--- config.mk ---
export PLATFORM = sky130hd
export DESIGN_NAME = booth_r4_seq_mac
export DESIGN_NICKNAME = d
export VERILOG_FILES = /design/src/rtl/booth_pkg.sv /design/src/rtl/booth_r4_pp_gen.sv /design/src/rtl/cla_nbit.sv /design/src/rtl/booth_r4_seq_mac.sv
export SDC_FILE = /design/constraint.sdc
export NUM_CORES = 1
export LEC_CHECK = 0
export CAP_MARGIN = 0
export CORE_MARGIN = 1
export CORE_UTILIZATION = 51
export CTS_CLUSTER_SIZE = 8
export DETAILED_ROUTE_END_ITERATION = 8
export GPL_TIMING_DRIVEN = 0
export PLACE_DENSITY = 0.77
export SYNTH_ARGS = -nofsm -noshare
export SYNTH_HDL_FRONTEND = slang
export SYNTH_SLANG_ARGS = --single-unit
--- constraint.sdc ---
create_clock -name clk -period 12.09 [get_ports clk]
set_input_delay 1.8135 -clock clk [delete_from_list [all_inputs] [get_ports clk]]
set_output_delay 1.8135 -clock clk [all_outputs]
set_load 0.05 [all_outputs]
--- src/rtl/booth_pkg.sv ---
// Purpose: shared types and Booth radix-4 digit decode for the sequential MAC.
// Latency: n/a (types and a pure function only).
// Backpressure: n/a.
package booth_pkg;

  typedef enum logic [1:0] {
    ST_IDLE,
    ST_RUN,
    ST_DONE
  } state_t;

  typedef enum logic [2:0] {
    DIG_ZERO,
    DIG_POS1,
    DIG_POS2,
    DIG_NEG1,
    DIG_NEG2
  } digit_t;

  // trip = {b[2i+1], b[2i], b[2i-1]}
  function automatic digit_t booth_decode(input logic [2:0] trip);
    digit_t d;
    case (trip)
      3'b001, 3'b010: d = DIG_POS1;
      3'b011:         d = DIG_POS2;
      3'b100:         d = DIG_NEG2;
      3'b101, 3'b110: d = DIG_NEG1;
      default:        d = DIG_ZERO;
    endcase
    return d;
  endfunction

endpackage

--- src/rtl/booth_r4_pp_gen.sv ---
// Purpose: one radix-4 Booth partial product, shifted, sign-extended and
//          inverted for negative digits (the +1 goes in through the adder cin).
// Latency: combinational.  Backpressure: n/a.
// Ports: a (multiplicand), trip (Booth bit triple), idx (digit index),
//        pp (ACC_W-bit operand for the adder), neg (drives adder cin).
module booth_r4_pp_gen
  import booth_pkg::*;
#(
  parameter  int N     = 16,
  parameter  int ACC_W = 40,
  localparam int IDX_W = $clog2(N / 2)
) (
  input  logic [N-1:0]     a,
  input  logic [2:0]       trip,
  input  logic [IDX_W-1:0] idx,
  output logic [ACC_W-1:0] pp,
  output logic             neg
);

  digit_t           dig;
  logic [ACC_W-1:0] a_ext;
  logic [ACC_W-1:0] mag;

  assign dig   = booth_decode(trip);
  assign a_ext = {{(ACC_W - N){a[N-1]}}, a};

  always_comb begin
    mag = a_ext << {idx, 1'b0};
    if (dig == DIG_POS2 || dig == DIG_NEG2) begin
      mag = mag << 1;
    end
    neg = (dig == DIG_NEG1) || (dig == DIG_NEG2);
    if (dig == DIG_ZERO) begin
      pp = '0;
    end else if (neg) begin
      pp = ~mag;
    end else begin
      pp = mag;
    end
  end

endmodule

--- src/rtl/cla_nbit.sv ---
// Purpose: W-bit adder, carry lookahead across 4-bit groups.
// Latency: combinational.
// Backpressure: n/a.
// Ports: a, b (addends), cin (carry in), sum, cout (carry out of the MSB).
module cla_nbit #(
  parameter int W = 40
) (
  input  logic [W-1:0] a,
  input  logic [W-1:0] b,
  input  logic         cin,
  output logic [W-1:0] sum,
  output logic         cout
);

  logic [W-1:0] g;
  logic [W-1:0] p;

  assign g = a & b;
  assign p = a ^ b;

  always_comb begin
    logic c;
    logic gc;
    logic grp_g;
    logic grp_p;
    c   = cin;
    sum = '0;
    for (int j = 0; j < W; j += 4) begin
      // Group generate/propagate do not depend on the incoming carry, so the
      // carry into the next group is a single G | P & c step.
      grp_g = 1'b0;
      grp_p = 1'b1;
      gc    = c;
      for (int k = 0; k < 4; k++) begin
        if (j + k < W) begin
          sum[j+k] = p[j+k] ^ gc;
          gc       = g[j+k] | (p[j+k] & gc);
          grp_g    = g[j+k] | (p[j+k] & grp_g);
          grp_p    = grp_p & p[j+k];
        end
      end
      c = grp_g | (grp_p & c);
    end
    cout = c;
  end

endmodule

--- src/rtl/booth_r4_seq_mac.sv ---
// Purpose: sequential radix-4 Booth multiply-accumulate, one partial product per clock.
// Latency: start accepted at edge k, done pulses in the cycle after edge k+N/2.
// Backpressure: none; start is ignored while busy (RUN/DONE), never queued.
// Ports: clk, rst_n (sync, active-low), start/acc_en/a/b (request),
//        busy, done (1-cycle), result (signed accumulator), ovf (sticky).
module booth_r4_seq_mac
  import booth_pkg::*;
#(
  parameter int N     = 16,
  parameter int ACC_W = 40
) (
  input  logic             clk,
  input  logic             rst_n,
  input  logic             start,
  input  logic             acc_en,
  input  logic [N-1:0]     a,
  input  logic [N-1:0]     b,
  output logic             busy,
  output logic             done,
  output logic [ACC_W-1:0] result,
  output logic             ovf
);

  localparam int              CNT_W = $clog2(N / 2);
  localparam logic [CNT_W-1:0] LAST = CNT_W'(N / 2 - 1);

  state_t           state;
  logic [N-1:0]     a_q;
  logic [N:0]       b_q;     // {b, b[-1]=0}
  logic [CNT_W-1:0] cnt;

  logic [2:0]       trip;
  logic [ACC_W-1:0] pp;
  logic             pp_neg;
  logic [ACC_W-1:0] sum;
  logic             cout;
  logic             add_ovf;

  assign trip = b_q[{cnt, 1'b0} +: 3];

  booth_r4_pp_gen #(
    .N     (N),
    .ACC_W (ACC_W)
  ) u_pp_gen (
    .a    (a_q),
    .trip (trip),
    .idx  (cnt),
    .pp   (pp),
    .neg  (pp_neg)
  );

  cla_nbit #(
    .W (ACC_W)
  ) u_cla (
    .a    (result),
    .b    (pp),
    .cin  (pp_neg),
    .sum  (sum),
    .cout (cout)
  );

  // Signed overflow: carry into the MSB differs from carry out of it. This is
  // the same as "equal-sign operands, different-sign sum" for the adder's
  // actual operands (inverted pp plus cin for negative digits).
  assign add_ovf = cout ^ (sum[ACC_W-1] ^ result[ACC_W-1] ^ pp[ACC_W-1]);

  always_ff @(posedge clk) begin
    if (!rst_n) begin
      state  <= ST_IDLE;
      a_q    <= '0;
      b_q    <= '0;
      cnt    <= '0;
      busy   <= 1'b0;
      done   <= 1'b0;
      result <= '0;
      ovf    <= 1'b0;
    end else begin
      case (state)
        ST_IDLE: begin
          if (start) begin
            a_q   <= a;
            b_q   <= {b, 1'b0};
            cnt   <= '0;
            busy  <= 1'b1;
            state <= ST_RUN;
            if (!acc_en) begin
              result <= '0;
              ovf    <= 1'b0;
            end
          end
        end
        ST_RUN: begin
          // Zero digits still take their cycle so latency never varies.
          result <= sum;
          if (add_ovf) begin
            ovf <= 1'b1;
          end
          cnt <= cnt + 1'b1;
          if (cnt == LAST) begin
            state <= ST_DONE;
            done  <= 1'b1;
          end
        end
        ST_DONE: begin
          done  <= 1'b0;
          busy  <= 1'b0;
          state <= ST_IDLE;
        end
        default: begin
          state <= ST_IDLE;
        end
      endcase
    end
  end

endmodule

==> results of run 1 <==
report_power, final:
part | leakage (nW) | internal (mW) | switching, mW | total, mW
sequential | 0.652 | 0.280 | 0.0170 | 0.297
combinational | 2.31 | 0.114 | 0.168 | 0.282
clock | 0.171 | 0.204 | 0.122 | 0.326
total | 3.13 | 0.597 | 0.307 | 0.904
worst max-delay path, cell delays in order, from the launching register on:
cell,delay (ns)
dfxtp_1,0.36
buf_6,0.17
mux4_2,0.57
mux2i_4,0.17
and3_1,0.16
buf_2,0.19
or2_1,0.16
clkbuf_1,0.40
o221ai_1,0.25
ha_1,0.38
a21oi_1,0.13
o21ai_0,0.15
a221oi_1,0.41
o21ai_0,0.29
a311o_1,0.37
a21o_1,0.16
a21oi_1,0.22
fa_1,0.23
fa_1,0.17
inv_1,0.06
fa_1,0.39
xor2_1,0.23
xnor2_1,0.15
nor2b_1,0.16
nand2_1,0.06
mux2i_1,0.06
nor4_1,0.38
a211oi_2,0.06
sequential cells by signal, indices dropped and copies added, names as in the netlist:
register / flops
a_q: 16
b_q: 16
busy: 1
cnt: 3
done: 1
ovf: 1
result: 40
state: 2
logic make-up after synthesis:
logic type,synth area share [%]
flops,23.9
compound gates,22.9
simple gates,18.5
buf+inv,6.52
fa+ha+maj,16.8
mux,6.43
xor+xnor,4.96
final cells by class:
cell class / count / area, µm²
buffer: 49 / 213
clock buffer: 9 / 225
multi-input combinational: 648 / 4670
sequential: 80 / 1600
inverter: 60 / 225
timing repair buffer: 77 / 771
tap: 172 / 215
fill: 1202 / 4670
clock inverter: 7 / 125
stage by stage:
stage	instance area, µm²	hold slack [ns]	setup slack [ns]	total power [mW]
after floorplan	6710	0.440	6.27	0.503
final	8050	0.463	5.46	0.904
after CTS	8050	0.466	5.40	0.909
after detailed placement	7700	0.457	5.44	0.582
after global placement	7700	0.449	5.48	0.576
after global routing	8050	0.491	4.82	0.954
placed cells by master (no fill, tap or decap), types with 3 or more instances in the layout:
cell type,count
a21boi_0,33
a21o_1,8
a21oi_1,43
a221oi_1,4
a22oi_1,16
and2_1,35
and3_1,4
and4_1,3
buf_2,11
bufinv_16,3
clkbuf_1,35
clkbuf_16,9
clkdlybuf4s50_1,77
dfxtp_1,80
fa_1,30
ha_1,42
inv_1,52
inv_2,8
mux2_2,7
mux2i_1,24
mux4_2,4
nand2_1,158
nand3_1,3
nand4_1,4
nor2_1,18
nor2b_1,24
nor3_1,4
o21a_1,22
o21ai_0,53
o21ai_1,22
o221ai_1,6
o22a_1,5
xnor2_1,32
xor2_1,6
how the worst max path moves through the flow:
stage | to | slack [ns] | cells past startpoint
floorplan | ovf | 6.27 | 27
global placement | ovf | 5.48 | 27
detailed placement | ovf | 5.44 | 27
CTS | ovf | 5.40 | 27
global route | ovf | 4.82 | 27
finish | ovf | 5.46 | 27
layer usage:
metal | wire length (µm) | GRT usage [%] | vias up
met5 | 0 | 0 | -
met4 | 567 | 12.7 | 0
met3 | 1040 | 5.35 | 46
met2 | 8150 | 46.7 | 176
met1 | 7480 | 34.0 | 2857
li1 | - | - | 3039
==> flow_metrics.env, run 1 <==
export IMPL_run_status="completed"
export IMPL_synth_nets=945
export IMPL_synth_area_leaders="dfxtp_1 (24%), fa_1 (8.9%), nand2_1 (8.8%)"
export IMPL_slew_headroom_pct=49.4
export IMPL_fin_tns_setup_ns=0
export IMPL_drt_iter0_drc=389
export IMPL_hold_viol=0
export IMPL_holdPathEnd="b_q[9]"
export IMPL_synth_top_cell_area_share_pct=23.9
export IMPL_hold_path_class="flip-flop to flip-flop"
export IMPL_ys_warn_count=0
export IMPL_layout_area_overhead_vs_synth_pct=19.9
export IMPL_yosysUniqueCellTypes=61
export IMPL_clk_path_buf_depth=2
export IMPL_hold_depth=2
export IMPL_cap_violations=0
export IMPL_finalCritPeriodShare_pct=54.8
export IMPL_rr_worst_depth=27
export IMPL_timing_rr_start="cnt[0]"
export IMPL_crit_fanout=10
export IMPL_final_core_util_pct=63.3
export IMPL_insertion_delay_ns=0.36
export IMPL_place_inst=1086
export IMPL_cts_tree="done"
export IMPL_die_y_um=117
export IMPL_grt_overflow=0
export IMPL_antenna_cells=0
export IMPL_critPathLaunch="cnt[0]"
export IMPL_io_pins=79
export IMPL_dp_hpwl_mm=13.3
export IMPL_hp_start="b_q[9]"
export IMPL_r2r_end="ovf"
export IMPL_antenna_found_initial=1
export IMPL_p_leak_nw=3.13
export IMPL_cts_clk_slew_worst_paths_ns=0.07
export IMPL_dieArea_um2=13600
export IMPL_p_per_area_nw_per_um2=112
export IMPL_crit_path_end_kind="flip-flop"
export IMPL_path_class="flip-flop to flip-flop"
export IMPL_post_cts_buffers=0
export IMPL_cts_buffers=9
export IMPL_cts_root_buf="clkbuf_16"
export IMPL_drv_slew=0
export IMPL_setup_viol=0
export IMPL_vias=6118
export IMPL_ctsHoldBuffers=0
export IMPL_fmax_ghz=0.151
export IMPL_crit_path_start_kind="flip-flop"
export IMPL_vias_per_cell=5.55
export IMPL_grt_start_max_net_pins=17
export IMPL_grt_usage_pct=27.6
export IMPL_yosysSeqAreaShare_pct=23.9
export IMPL_drt_wl_total_mm=17.2
export IMPL_drcViolationCount=0
export IMPL_row_count=41
export IMPL_synth_edf_count=0
export IMPL_synthesis_area_um2=6710
export IMPL_synthCells=837
export IMPL_nets=1033
export IMPL_drtAntennaViolNets=0
export IMPL_cts_resized=0
export IMPL_cts_htree_levels=3
export IMPL_wl_per_cell_um=15.6
export IMPL_crit_required_ns=12.33
export IMPL_yosysTopAreaCell="dfxtp_1"
export IMPL_grt_pass1_vias=5972
export IMPL_worst_r2r_setup_slack_ns=5.46
export IMPL_worst_slew_pin_slew_ns=0.758
export IMPL_fin_cells=1102
export IMPL_first_pass_iters=5
export IMPL_cp_arrival_ns=6.86
export IMPL_synth_most_common_cell="nand2_1"
export IMPL_drive_gt1_share_pct=6.45
export IMPL_place_gp_congestion=0.946
export IMPL_grt_pass1_wl_mm=28.7
export IMPL_skew_ns=0.00891
export IMPL_ys_flop_type="dfxtp_1"
export IMPL_cts_sinks=80
export IMPL_synthArstFlopShare_pct=0
export IMPL_min_period_ns=6.63
export IMPL_avgSynthCellArea_um2=8.02
export IMPL_rsz0062_at_grt="false"
export IMPL_core_area_um2=12700
export IMPL_io_buffers=77
export IMPL_ys_ff_latch=80
export IMPL_ys_top_cells_by_count="nand2_1 (158), dfxtp_1 (80), o21ai_0 (53)"
export IMPL_die_w_um=117
export IMPL_ir_worst_vdd_mv=0.0698
export IMPL_start_util_pct=52.8
No activity file was read; power rests on OpenSTA's default activity.
==> inputs of run 2 (changes only) <==
==> constraint.sdc (replaced) <==
create_clock -name clk -period 6.15 [get_ports clk]
set_input_delay 0.9225 -clock clk [delete_from_list [all_inputs] [get_ports clk]]
set_output_delay 0.9225 -clock clk [all_outputs]
set_load 0.05 [all_outputs]
==> run 2 against run 1 <==
Net effect:
- sequential power rose by 97%
- non-clock buffer count increased by 42
- critical path depth unchanged
- sequential cell count did not move
- maximum frequency grew 9.6%
- clock power increased by 98%
- first-iteration DRC count rose by 7.2%
- via count increased by 5.8%
- sequential share of layout area decreased by 1.6 points
- global-route usage rose by 0.35 points
- clock-buffer cell count unchanged
- power rose by 110%
- critical endpoint unchanged
==> flow_metrics.env, run 2 (synthesis results as in run 1) <==
export IMPL_drt_iter0_drc=417
export IMPL_cpMostUsedCell="fa_2"
export IMPL_crit_required_ns=6.39
export IMPL_cts_root_buf="clkbuf_16"
export IMPL_grt_usage_pct=28.0
export IMPL_cpMaxStageDelayCell="mux4_2"
export IMPL_path_class="flip-flop to flip-flop"
export IMPL_die_y_um=117
export IMPL_dpl_cell_area_um2=7700
export IMPL_vias=6470
export IMPL_drive_gt1_share_pct=16.2
export IMPL_multi_input_area_um2=4950
export IMPL_drtAntennaViolNets=0
export IMPL_p_leak_nw=3.45
export IMPL_clk_path_buf_depth=2
export IMPL_sequentialPowerShare_pct=31.0
export IMPL_cp_arrival_ns=6.29
export IMPL_wl_per_cell_um=16.6
export IMPL_final_core_util_pct=69.0
export IMPL_largestRegisters="result x40, a_q x16, b_q x16"
export IMPL_antenna_found_initial=1
export IMPL_worst_slew_pin_slew_ns=0.791
export IMPL_setup_viol=0
export IMPL_crit_fanout=10
export IMPL_grt_pass1_vias=6063
export IMPL_layout_commonest_cell="nand2_1"
export IMPL_cts_tree="done"
export IMPL_nets=1075
export IMPL_cts_sinks=80
export IMPL_largest_reg_flops=40
export IMPL_p_sw_share_pct=34.4
export IMPL_clockPowerShare_pct=34.3
export IMPL_fmax_ghz=0.165
export IMPL_dp_hpwl_mm=13.3
export IMPL_insertion_delay_ns=0.37
export IMPL_vias_per_cell=5.66
export IMPL_post_route_cell_area_um2=8780
export IMPL_start_util_pct=52.8
export IMPL_cts_clk_slew_worst_paths_ns=0.07
export IMPL_io_pins=79
export IMPL_grt_pass1_wl_mm=29.0
export IMPL_hp_start="b_q[7]"
export IMPL_place_gp_congestion=0.946
export IMPL_ctsHoldBuffers=0
export IMPL_io_buffers=77
export IMPL_critPathLaunch="cnt[0]"
export IMPL_dieArea_um2=13600
export IMPL_drv_slew=0
export IMPL_hold_path_class="flip-flop to flip-flop"
export IMPL_drcViolationCount=0
export IMPL_slowest_delay_ns=0.56
export IMPL_regMostFlops="result"
export IMPL_core_area_um2=12700
export IMPL_row_count=41
export IMPL_skew_ns=0.0103
export IMPL_antenna_cells=0
export IMPL_min_period_ns=6.05
export IMPL_hold_depth=2
export IMPL_drt_wl_total_mm=18.9
export IMPL_timing_rr_start="cnt[0]"
export IMPL_layout_area_overhead_vs_synth_pct=30.8
export IMPL_crit_path_start_kind="flip-flop"
export IMPL_grt_overflow=0
export IMPL_final_cell_mix="nand2_1 (156), dfxtp_1 (78), clkdlybuf4s50_1 (77), inv_1 (50), o21ai_0 (46)"
export IMPL_finalCritPeriodShare_pct=98.3
export IMPL_first_pass_iters=6
export IMPL_worst_r2r_setup_slack_ns=0.10
export IMPL_wl_met3_mm=1.19
export IMPL_rr_worst_depth=27
export IMPL_cts_buffers=9
export IMPL_slew_headroom_pct=47.3
export IMPL_wl_met1_mm=7.83
export IMPL_top_layer="met4"
export IMPL_fin_ws_ns=0.104
export IMPL_preCtsSetupSlack_ns=-0.499
export IMPL_cap_violations=0
export IMPL_n_fill_cell=1062
export IMPL_p_int_mw=1.24
export IMPL_grt_start_max_net_pins=17
export IMPL_crit_path_end_kind="flip-flop"
export IMPL_seqCellArea_um2=1600
export IMPL_holdWs_ns=0.462
export IMPL_ir_worst_vdd_mv=0.142
export IMPL_wl_met2_mm=9.30
export IMPL_die_w_um=117
export IMPL_run_status="completed"
export IMPL_cts_htree_levels=3
export IMPL_hold_viol=0
export IMPL_p_per_area_nw_per_um2=215
export IMPL_pwr_share_comb_pct=34.7
export IMPL_p_sw_uw=648
## run 2: cell types whose count changed in the layout (fill, tap and decap cells not counted), moves of 4 or more
| cell | delta |
|---|---|
| a21oi_2 | +7 |
| o21ai_2 | +4 |
| mux2i_2 | +4 |
| a21oi_1 | -7 |
| mux2i_1 | -5 |
| buf_8 | +4 |
| o21ai_0 | -7 |
| buf_4 | +44 |
| clkbuf_1 | -6 |
| buf_2 | -10 |
## run 2: area by class of cell
class / count / share of cell area (%)
sequential: 80 / 18.3
tap: 172 / 2.45
clock inverter: 7 / 1.43
multi-input combinational: 648 / 56.4
inverter: 60 / 2.57
timing repair buffer: 120 / 13.0
clock buffer: 9 / 2.57
buffer: 48 / 3.34
## run 2: through the flow
step                      power (mW)  cells  setup TNS [ns]
after global placement          1.13   1086          -0.460
after CTS                       1.80   1110               0
after detailed placement        1.14   1086          -0.499
after floorplan                0.988    837               0
after global routing            1.98   1144          -0.170
final                           1.89   1144               0
## run 2: worst max-delay path: cells and delay by family, from the launching register on
family | cells | cell delay, ns
AO/OA/AOI/OAI | 9 | 1.64
adder cells (fa/ha/maj) | 4 | 1.21
AND/OR/NAND/NOR | 5 | 0.97
multiplexers | 2 | 0.75
buffers and inverters | 5 | 0.67
flip-flops | 1 | 0.35
XOR/XNOR | 2 | 0.34
## run 2: worst paths after layout
| kind | end |
|---|---|
| worst max-delay path | ovf |
| worst min-delay path | b_q[7] |
| worst max register to register | ovf |
| worst min register to register | b_q[7] |
## run 2: metal layers
| metal | up-vias | GRT usage [%] |
|---|---|---|
| li1 | 3117 | - |
| met1 | 3070 | 34.1 |
| met2 | 230 | 47.6 |
| met3 | 53 | 5.35 |
| met4 | 0 | 13.2 |
| met5 | - | 0 |
## run 2: what timing repair did
item / CTS / global route
pin swaps: 7 / 37
gates resized for setup: 24 / 82
setup endpoints to repair: 1 / 1
setup buffers: 8 / 35
gates cloned: 0 / 1
## run 2: power by group through the flow
stage          logic (mW)  clock network (mW)  registers [mW]
3_3_place_gp        0.539                   0           0.594
3_5_place_dp        0.550                   0           0.595
6_report            0.655               0.646           0.585
5_1_grt             0.719               0.669           0.589
2_1_floorplan       0.343                   0           0.645
4_1_cts             0.570               0.649           0.583
==> inputs of run 3 (changes only) <==
--- a/config.mk
+++ b/config.mk
@@ -10,7 +10,6 @@
 export CORE_UTILIZATION = 51
 export CTS_CLUSTER_SIZE = 8
 export DETAILED_ROUTE_END_ITERATION = 8
-export GPL_TIMING_DRIVEN = 0
 export PLACE_DENSITY = 0.77
 export SYNTH_ARGS = -nofsm -noshare
 export SYNTH_HDL_FRONTEND = slang
==> run 3 against run 2 <==
Net effect:
- sequential power about the same
- setup slack improved by 0.18 ns
- largest power group is now the clock network
- clock power shrank 8.5%
- register-to-register slack improved by 0.18 ns
- via count down 7.4%
- power is 7.4% lower
==> flow_metrics.env, run 3 (synthesis results as in run 1) <==
export IMPL_start_util_pct=52.8
export IMPL_wl_met3_um=615
export IMPL_finalCritPeriodShare_pct=95.3
export IMPL_grt_overflow=0
export IMPL_worst_slew_pin_slew_ns=1.08
export IMPL_clockPowerShare_pct=33.9
export IMPL_slew_headroom_pct=28.1
export IMPL_r2r_end="ovf"
export IMPL_cap_violations=0
export IMPL_ir_worst_vdd_mv=0.167
export IMPL_post_route_cell_area_um2=8230
export IMPL_p_per_area_nw_per_um2=212
export IMPL_rr_worst_depth=24
export IMPL_cpMaxStageDelayCell="mux4_2"
export IMPL_wl_met1_mm=7.37
export IMPL_wl_per_cell_um=15.0
export IMPL_antenna_cells=0
export IMPL_setup_viol=0
export IMPL_hold_path_class="flip-flop to flip-flop"
export IMPL_hold_depth=2
export IMPL_dp_hpwl_mm=12.0
export IMPL_skew_ns=0.00599
export IMPL_pwr_share_comb_pct=32.6
export IMPL_n_fill_cell=1154
export IMPL_place_gp_congestion=0.878
export IMPL_final_core_util_pct=64.7
export IMPL_holdPathEnd="b_q[11]"
export IMPL_fin_cells=1089
export IMPL_path_class="flip-flop to flip-flop"
export IMPL_drt_wl_total_mm=16.3
export IMPL_p_int_mw=1.16
export IMPL_hold_viol=0
export IMPL_place_inst=1061
export IMPL_run_status="completed"
export IMPL_cp_arrival_ns=6.09
export IMPL_cts_sinks=80
export IMPL_top_layer="met4"
export IMPL_vias=5989
export IMPL_crit_fanout=12
export IMPL_worst_r2r_setup_slack_ns=0.29
export IMPL_final_cell_mix="nand2_1 (156), dfxtp_1 (78), clkdlybuf4s50_1 (77), inv_1 (52), o21ai_0 (49)"
export IMPL_grt_pass1_vias=5857
export IMPL_grt_start_max_net_pins=82
export IMPL_die_y_um=117
export IMPL_core_area_um2=12700
export IMPL_crit_path_end_kind="flip-flop"
export IMPL_preCtsSetupSlack_ns=-0.248
export IMPL_critPathLaunch="cnt[0]"
export IMPL_layout_area_overhead_vs_synth_pct=22.6
export IMPL_fmax_ghz=0.171
export IMPL_nets=1020
export IMPL_cts_clk_slew_worst_paths_ns=0.06
export IMPL_wl_met2_mm=8.03
export IMPL_fin_tns_setup_ns=0
export IMPL_vias_per_cell=5.50
export IMPL_regMostFlops="result"
export IMPL_drive_gt1_share_pct=11.5
export IMPL_crit_path_start_kind="flip-flop"
export IMPL_drtAntennaViolNets=0
export IMPL_antenna_found_initial=0
export IMPL_dieArea_um2=13600
export IMPL_crit_family="compound AO/OA/AOI/OAI gates"
export IMPL_row_count=41
export IMPL_largestRegisters="result x40, a_q x16, b_q x16"
export IMPL_p_leak_nw=3.24
export IMPL_io_buffers=78
export IMPL_cts_htree_levels=3
export IMPL_largest_reg_flops=40
export IMPL_grt_usage_pct=25.6
export IMPL_ctsHoldBuffers=0
export IMPL_slowest_delay_ns=0.56
export IMPL_grt_pass1_wl_mm=27.3
export IMPL_p_sw_share_pct=33.6
export IMPL_cts_buffers=9
export IMPL_insertion_delay_ns=0.35
export IMPL_multi_input_area_um2=4780
export IMPL_p_sw_uw=588
export IMPL_seqCellArea_um2=1610
export IMPL_first_pass_iters=4
export IMPL_layout_commonest_cell="nand2_1"
export IMPL_holdWs_ns=0.466
export IMPL_worstPathCellList="mux4_2 -> mux2i_4 -> a21oi_4 -> or2_4 -> buf_4 -> o221ai_1 -> ha_1 -> a21oi_1 -> o21ai_0 -> a221oi_2 -> o21ai_2 -> a311o_1 -> a21o_1 -> a21oi_2 -> fa_2 -> fa_1 -> inv_1 -> fa_1 -> xor2_2 -> xnor2_1 -> buf_4 -> xnor2_1 -> nor4b_2 -> a211oi_2"
export IMPL_drcViolationCount=0
export IMPL_power_mw=1.75
export IMPL_dpl_cell_area_um2=7680
export IMPL_crit_required_ns=6.38
export IMPL_hp_start="b_q[11]"
export IMPL_drt_iter0_drc=313
export IMPL_timing_rr_start="cnt[0]"
export IMPL_io_pins=79
export IMPL_critical_path_buf_inv_count=3
export IMPL_cts_root_buf="clkbuf_16"
export IMPL_cts_tree="done"
export IMPL_clk_path_buf_depth=2
export IMPL_min_period_ns=5.86
export IMPL_drv_slew=0
export IMPL_fin_ws_ns=0.289
export IMPL_die_w_um=117
export IMPL_sequentialPowerShare_pct=33.6
## run 3: cell types whose count changed in the layout (fill, tap and decap cells not counted), sizes merged
cell    delta
buf       -22
inv        -1
nand3      +1
bufinv     -1
clkinv     +1
clkbuf    -33
## run 3: worst min-delay path, cell delays in order (launching register included)
cell and delay, ns:
dfxtp_1 0.31, nand2_1 0.05, a21boi_0 0.06
## run 3: worst max path at each step
stage               end  cells past startpoint
floorplan           ovf                     27
global placement    ovf                     26
detailed placement  ovf                     26
CTS                 ovf                     26
global route        ovf                     26
finish              ovf                     24
## run 3: layout make-up
type                    instances  area share, %
multi-input cells             649           58.1
flip-flops and latches         80           19.5
repair buffers                112           13.0
clock buffers                  10           2.90
inverters                      60           2.74
well taps                     172           2.61
clock inverters                 6           1.11
## run 3: what timing repair did
item | CTS | global route
pin swaps | 0 | 6
endpoints found under the setup margin | 1 | 3
gates resized for setup | 3 | 30
gates cloned | 0 | 2
endpoints found under the hold margin | 0 | 0
buffers inserted | 0 | 10
## run 3: layer usage
metal  global-route usage [%]  up-vias
met4                     8.95        0
met3                     5.50       24
met2                     44.3      123
li1                         -     3008
met5                        0        -
met1                     31.4     2834
## run 3: power groups by stage
stage / Combinational, mW / Clock (mW) / Sequential, mW
6_report: 0.569 / 0.591 / 0.586
5_1_grt: 0.632 / 0.625 / 0.592
4_1_cts: 0.549 / 0.605 / 0.586
3_5_place_dp: 0.543 / 0 / 0.598
3_3_place_gp: 0.532 / 0 / 0.598
2_1_floorplan: 0.343 / 0 / 0.645
